`src/rtl/if_id_fetch_stage_if.sv`:
```
// Fetch-stage bus: hazard controls, EX redirect, instruction-memory port and decode-side outputs.
// master = fetch stage, slave = surrounding core / memory.
interface if_id_fetch_stage_if #(
   parameter int unsigned XLEN = 32
);
   logic            pc_write;
   logic            if_id_write;
   logic            ex_br_taken;
   logic [XLEN-1:0] ex_br_target;
   logic [XLEN-1:0] imem_addr;
   logic [31:0]     imem_rdata;
   logic [XLEN-1:0] if_pc;
   logic [XLEN-1:0] id_pc;
   logic [31:0]     id_instr;
   logic            id_valid;
   logic [31:0]     perf_stall_cnt;
   logic [31:0]     perf_flush_cnt;

   modport master (
      input  pc_write, if_id_write, ex_br_taken, ex_br_target, imem_rdata,
      output imem_addr, if_pc, id_pc, id_instr, id_valid, perf_stall_cnt, perf_flush_cnt
   );

   modport slave (
      output pc_write, if_id_write, ex_br_taken, ex_br_target, imem_rdata,
      input  imem_addr, if_pc, id_pc, id_instr, id_valid, perf_stall_cnt, perf_flush_cnt
   );
endinterface

```
`src/rtl/if_id_fetch_stage.sv`:
```
// Instruction fetch stage: owns the PC, drives the synchronous imem and holds the IF/ID register.
// Define IF_PERF_CNT_EN to build the stall/flush performance counters (tied to 0 otherwise).
module if_id_fetch_stage #(
   parameter int unsigned     XLEN     = 32,
   parameter logic [XLEN-1:0] RESET_PC = '0
) (
   input logic                 clk,
   input logic                 rst_n,
   if_id_fetch_stage_if.master bus
);
   localparam int unsigned     IW        = 32;
   localparam logic [0:0]      ST_BOOT   = 1'b0;
   localparam logic [0:0]      ST_RUN    = 1'b1;
   localparam logic [IW-1:0]   NOP_INSTR = 32'h0000_0013;
   localparam logic [XLEN-1:0] PC_STEP   = XLEN'(4);

   logic [0:0]      state_q, state_d;
   logic [XLEN-1:0] pc_q, pc_d, pc_next_c;
   logic [XLEN-1:0] id_pc_q, id_pc_d;
   logic [IW-1:0]   id_instr_q, id_instr_d;
   logic            id_valid_q, id_valid_d;
   logic            unused_tgt_lsb;

   // Redirect targets are word aligned; the low two bits carry no information.
   assign unused_tgt_lsb = ^bus.ex_br_target[1:0];

   always_ff @(posedge clk or negedge rst_n) begin
      if (!rst_n) begin
         state_q    <= ST_BOOT;
         pc_q       <= RESET_PC;
         id_pc_q    <= '0;
         id_instr_q <= NOP_INSTR;
         id_valid_q <= 1'b0;
      end else begin
         state_q    <= state_d;
         pc_q       <= pc_d;
         id_pc_q    <= id_pc_d;
         id_instr_q <= id_instr_d;
         id_valid_q <= id_valid_d;
      end
   end

   always_comb begin
      state_d    = ST_RUN;
      pc_next_c  = pc_q;
      pc_d       = pc_q;
      id_pc_d    = id_pc_q;
      id_instr_d = id_instr_q;
      id_valid_d = id_valid_q;
      case (state_q)
         ST_BOOT: begin
            pc_next_c  = RESET_PC;
            id_instr_d = NOP_INSTR;
            id_valid_d = 1'b0;
         end
         default: begin
            if (bus.ex_br_taken) begin
               pc_next_c = {bus.ex_br_target[XLEN-1:2], 2'b00};
            end else if (!bus.pc_write) begin
               pc_next_c = pc_q;
            end else begin
               pc_next_c = pc_q + PC_STEP;
            end
            pc_d = pc_next_c;
            // Redirect squashes decode even under a hold; a held PC must not feed decode twice.
            if (bus.ex_br_taken || (bus.if_id_write && !bus.pc_write)) begin
               id_instr_d = NOP_INSTR;
               id_valid_d = 1'b0;
            end else if (bus.if_id_write) begin
               id_pc_d    = pc_q;
               id_instr_d = bus.imem_rdata;
               id_valid_d = 1'b1;
            end
         end
      endcase
   end

   assign bus.imem_addr = pc_next_c;
   assign bus.if_pc     = pc_q;
   assign bus.id_pc     = id_pc_q;
   assign bus.id_instr  = id_instr_q;
   assign bus.id_valid  = id_valid_q;

`ifdef IF_PERF_CNT_EN
   logic [31:0] stall_cnt_q, stall_cnt_d;
   logic [31:0] flush_cnt_q, flush_cnt_d;

   // Saturating event counters, active only in RUN.
   always_comb begin
      stall_cnt_d = stall_cnt_q;
      flush_cnt_d = flush_cnt_q;
      if (state_q == ST_RUN) begin
         if (bus.ex_br_taken) begin
            if (flush_cnt_q != 32'hFFFF_FFFF) flush_cnt_d = flush_cnt_q + 32'd1;
         end else if (!bus.pc_write) begin
            if (stall_cnt_q != 32'hFFFF_FFFF) stall_cnt_d = stall_cnt_q + 32'd1;
         end
      end
   end

   always_ff @(posedge clk or negedge rst_n) begin
      if (!rst_n) begin
         stall_cnt_q <= '0;
         flush_cnt_q <= '0;
      end else begin
         stall_cnt_q <= stall_cnt_d;
         flush_cnt_q <= flush_cnt_d;
      end
   end

   assign bus.perf_stall_cnt = stall_cnt_q;
   assign bus.perf_flush_cnt = flush_cnt_q;
`else
   assign bus.perf_stall_cnt = '0;
   assign bus.perf_flush_cnt = '0;
`endif
endmodule

```
`src/flat_wrapper.sv`:
```
// flat-port wrapper written by rule: the top's interface ports become plain ports
module if_id_fetch_stage_flat 
#(
   parameter int unsigned     XLEN     = 32,
   parameter logic [XLEN-1:0] RESET_PC = '0
)
  (clk, rst_n, bus_pc_write, bus_if_id_write, bus_ex_br_taken, bus_ex_br_target, bus_imem_rdata, bus_imem_addr, bus_if_pc, bus_id_pc, bus_id_instr, bus_id_valid, bus_perf_stall_cnt, bus_perf_flush_cnt);
  if_id_fetch_stage_if #(.XLEN(XLEN)) bus_i ();
  input logic clk;
  input logic rst_n;
  input wire logic [$bits(bus_i.pc_write)-1:0] bus_pc_write;
  input wire logic [$bits(bus_i.if_id_write)-1:0] bus_if_id_write;
  input wire logic [$bits(bus_i.ex_br_taken)-1:0] bus_ex_br_taken;
  input wire logic [$bits(bus_i.ex_br_target)-1:0] bus_ex_br_target;
  input wire logic [$bits(bus_i.imem_rdata)-1:0] bus_imem_rdata;
  output wire logic [$bits(bus_i.imem_addr)-1:0] bus_imem_addr;
  output wire logic [$bits(bus_i.if_pc)-1:0] bus_if_pc;
  output wire logic [$bits(bus_i.id_pc)-1:0] bus_id_pc;
  output wire logic [$bits(bus_i.id_instr)-1:0] bus_id_instr;
  output wire logic [$bits(bus_i.id_valid)-1:0] bus_id_valid;
  output wire logic [$bits(bus_i.perf_stall_cnt)-1:0] bus_perf_stall_cnt;
  output wire logic [$bits(bus_i.perf_flush_cnt)-1:0] bus_perf_flush_cnt;
  assign bus_i.pc_write = bus_pc_write;
  assign bus_i.if_id_write = bus_if_id_write;
  assign bus_i.ex_br_taken = bus_ex_br_taken;
  assign bus_i.ex_br_target = bus_ex_br_target;
  assign bus_i.imem_rdata = bus_imem_rdata;
  assign bus_imem_addr = bus_i.imem_addr;
  assign bus_if_pc = bus_i.if_pc;
  assign bus_id_pc = bus_i.id_pc;
  assign bus_id_instr = bus_i.id_instr;
  assign bus_id_valid = bus_i.id_valid;
  assign bus_perf_stall_cnt = bus_i.perf_stall_cnt;
  assign bus_perf_flush_cnt = bus_i.perf_flush_cnt;
  if_id_fetch_stage #(.XLEN(XLEN), .RESET_PC(RESET_PC)) u_core (.clk(clk), .rst_n(rst_n), .bus(bus_i));
endmodule
```
`config.mk`:
```
export PLATFORM = sky130hd
export DESIGN_NAME = if_id_fetch_stage_flat
export DESIGN_NICKNAME = d
export VERILOG_FILES = /design/src/rtl/if_id_fetch_stage_if.sv /design/src/rtl/if_id_fetch_stage.sv /design/src/flat_wrapper.sv
export SDC_FILE = /design/constraint.sdc
export NUM_CORES = 1
export LEC_CHECK = 0
export BUFFER_PORTS_ARGS = -buffer_cell sky130_fd_sc_hd__buf_2
export CAP_MARGIN = 20
export CORE_ASPECT_RATIO = 0.6
export CORE_UTILIZATION = 38
export CTS_BUF_LIST = sky130_fd_sc_hd__clkbuf_16
export DETAILED_ROUTE_END_ITERATION = 6
export PLACE_DENSITY = 0.68
export SLEW_MARGIN = 20
export SYNTH_ARGS = -nofsm -noshare
export SYNTH_HDL_FRONTEND = slang
export SYNTH_SLANG_ARGS = --single-unit
```
`constraint.sdc`:
```
create_clock -name clk -period 4.9 [get_ports clk]
set_input_delay 0 -clock clk [delete_from_list [all_inputs] [get_ports clk]]
set_output_delay 0 -clock clk [all_outputs]
set_load 0.01 [all_outputs]
```
==> impl_metrics.json <==
{
  "finalCritPeriodShare": 0.588,
  "fill_cell_count": 1416,
  "global_route.usage.total": 0.211,
  "synth_cell_type_count": 61,
  "critical_path.n_buffers_inverters": 1,
  "via_count": 5217,
  "timing.critical_path.required_ns": 4.90,
  "clock-root-buffer": "sky130_fd_sc_hd__clkbuf_16",
  "cts-htree-levels": 3,
  "p_leak_nw": 3.64,
  "detailedPlace.worstSlack_ns": 2.34,
  "power_frac_clock": 0.311,
  "floorplan.die.width_um": 160,
  "critical-path-slowest-cell": "sky130_fd_sc_hd__dfrtp_1",
  "number_of_enable_type_register_cells_in_the_synthesized_netlist": 0,
  "rrSetupSlack_ns": 2.33,
  "routedWlPerCell_um": 15.7,
  "worst-slew-pin-transition_ns": 0.892,
  "postSynth.topFlopCell": "sky130_fd_sc_hd__dfrtp_1",
  "critical_path.max_fanout": 9,
  "grt_setup_unrepaired": "no",
  "drc": 0,
  "clkSinkCount": 98,
  "timing.critical_path.to_type": "output pin",
  "p_int_mw": 1.52,
  "clk_path_buf_depth": 2,
  "placement.io_buffers": 195,
  "firstDrtPassIters": 5,
  "layout_common_cells": "sky130_fd_sc_hd__buf_2, sky130_fd_sc_hd__nand2_1, sky130_fd_sc_hd__dfrtp_1",
  "grt_start_max_net_pins": 60,
  "finalMaxSlewViolations": 0,
  "via_count_of_the_first_global_routing_pass": 4487,
  "hp-class": "primary input to register",
  "top_family_by_delay_on_critical_path": "simple AND/OR/NAND/NOR gates",
  "initial_utilization": 0.390,
  "die_area_sq_um": 15400,
  "power_density_nw_per_um2": 312,
  "power_mw": 2.25,
  "core.rowCount": 34,
  "antenna_found_initial": 1,
  "post-cts-setup-buffers": 0,
  "fin_ws_ns": 2.02,
  "p_sw_frac": 0.322,
  "timing.setup.critical_path_class": "register to output pin",
  "finalWeightedCongestion": 0.820,
  "core_sq_um": 14500,
  "drv.max_cap_violation_count": 0,
  "cts_inserted_buffers": 9,
  "synthesis.area_sq_um": 5660,
  "postRouteAntennaNets": 0,
  "drive_above_1_share": 0.279,
  "worst_setup_hold_path_clk_slew_ns": 0.07,
  "run_status": "completed",
  "timing.final.hold_violations": 0,
  "syn2layout_area_growth_pct": 27.3,
  "tritoncts_clock_tree": "built",
  "setup_violations": 0,
  "clock_skew_after_layout_ns": 0.00736,
  "netlist_instances": 639,
  "max_clock_freq_mhz": 347,
  "top_level_ports": 262,
  "power.sequential.fraction": 0.454,
  "die_height_um": 96.6,
  "ys_warns": 0,
  "startpoint_type": "register",
  "route.detailed.vias_per_inst": 4.96,
  "relSlewSlack": 0.405,
  "async_flop_share": 1.00,
  "min_period_ns": 2.88,
  "crit_arrival_ns": 2.88,
  "power.share.combinational": 0.235,
  "timing.critical_path.slowest_cell_delay_ns": 0.53,
  "crit_chain": "ha_1 > and4_1 > nand4_4 > or3_4 > mux2_2 > a211oi_2 > buf_2",
  "postRouteWirelength_um": 16500,
  "fin_tns_setup_ns": 0,
  "clock_latency_ns": 0.34,
  "grt_first_pass_wirelength_um": 25000,
  "postSynthRegisterBits": 98,
  "seq_area_frac_synth": 0.434,
  "peakVddDrop_v": 0.000163,
  "place_hpwl_um": 11300,
  "final_net_count": 918,
  "mostFrequentLayoutCell": "sky130_fd_sc_hd__buf_2",
  "gr-total-overflow": 0,
  "drt_iter0_drc": 357,
  "syn_avg_cell_area_sq_um": 8.86,
  "p_switching_uw": 725
}
[Yosys cell counts, drive strengths merged, types with 10 or more instances]
master	count	area, sq um
xnor2	17	149
buf	78	568
a22o	30	263
clkbuf	32	131
and3	11	73.8
nand2	127	477
dfrtp	95	2380
nand4	10	77.6
o21ai	37	185
a21oi	40	200
nor2	21	78.8
nor3	15	75.1
[worst min-delay path: cells and delay by family]
| kind | cells | cell delay (ns) |
|---|---|---|
| AO/OA/AOI/OAI | 2 | 0.22 |
| buffers and inverters | 1 | 0.08 |
[registers in the layout, indices dropped and copies added, names as in the netlist]
register / flops
u_core.bus.id_valid: 1
u_core.bus.id_instr: 32
u_core.bus.if_pc: 32
u_core.bus.id_pc: 32
u_core.state_q: 1
[worst paths after layout]
path / start / endpoint / cells after the start
worst max-delay path: u_core.bus.if_pc[2] / bus_imem_addr[26] / 7
max in group asynchronous: rst_n / u_core.state_q / 3
worst min register to register: u_core.bus.id_pc[20] / u_core.bus.id_pc[20] / 2
worst min-delay path: bus_ex_br_target[6] / u_core.bus.if_pc[6] / 3
min in group asynchronous: rst_n / u_core.bus.id_instr[2] / 2
worst max register to register: u_core.state_q / u_core.bus.id_instr[31] / 6
[cells by family after synthesis]
family	Yosys count	share of synthesized area
xor gates and xnor gates	24	0.0371
other	2	0.00133
and+or+nand+nor	226	0.189
adders and majority gates	1	0.00221
buffers and inverters	119	0.133
DFF	98	0.434
AOI/OAI and AO/OA	160	0.188
muxes	9	0.0164
[cell type report]
class / count / area [sq um] / share of cell area
flip-flops and latches: 98 / 2460 / 0.341
well taps: 198 / 248 / 0.0344
inverters: 6 / 22.5 / 0.00312
clock buffers: 9 / 225 / 0.0312
diodes: 1 / 2.50 / 0.000347
repair buffers: 248 / 1490 / 0.207
clock inverters: 7 / 63.8 / 0.00885
multi-input cells: 485 / 2700 / 0.374
[power groups by stage]
| stage | sequential, mW | clock [mW] | combinational, mW |
|---|---|---|---|
| finish | 1.02 | 0.699 | 0.528 |
| global route | 1.04 | 0.757 | 0.589 |
| CTS | 1.02 | 0.733 | 0.531 |
| detailed placement | 1.03 | 0 | 0.502 |
| global placement | 1.03 | 0 | 0.494 |
| floorplan | 1.04 | 0 | 0.309 |
[stage by stage]
step / area, sq um / util / hold WS [ns] / cells
5_1_grt: 7210 / 0.497 / 0.0254 / 1051
3_3_place_gp: 6460 / 0.445 / 0.116 / 989
4_1_cts: 7210 / 0.497 / 0.000910 / 1051
6_report: 7210 / 0.497 / 0.00775 / 1052
2_1_floorplan: 5900 / - / -0.296 / 702
3_5_place_dp: 6460 / 0.445 / 0.115 / 989
[metal layers]
metal / routed length, um / GRT usage
met1: 8220 / 0.318
met2: 7070 / 0.306
met3: 1110 / 0.0448
met4: 102 / 0.0449
met5: 0 / 0
[timing repair]
item | in CTS | in global routing
hold buffers | 46 | 0
hold endpoints to repair | 98 | 0
gates resized for setup | 0 | 0
Power figures use the tool's default switching activity.
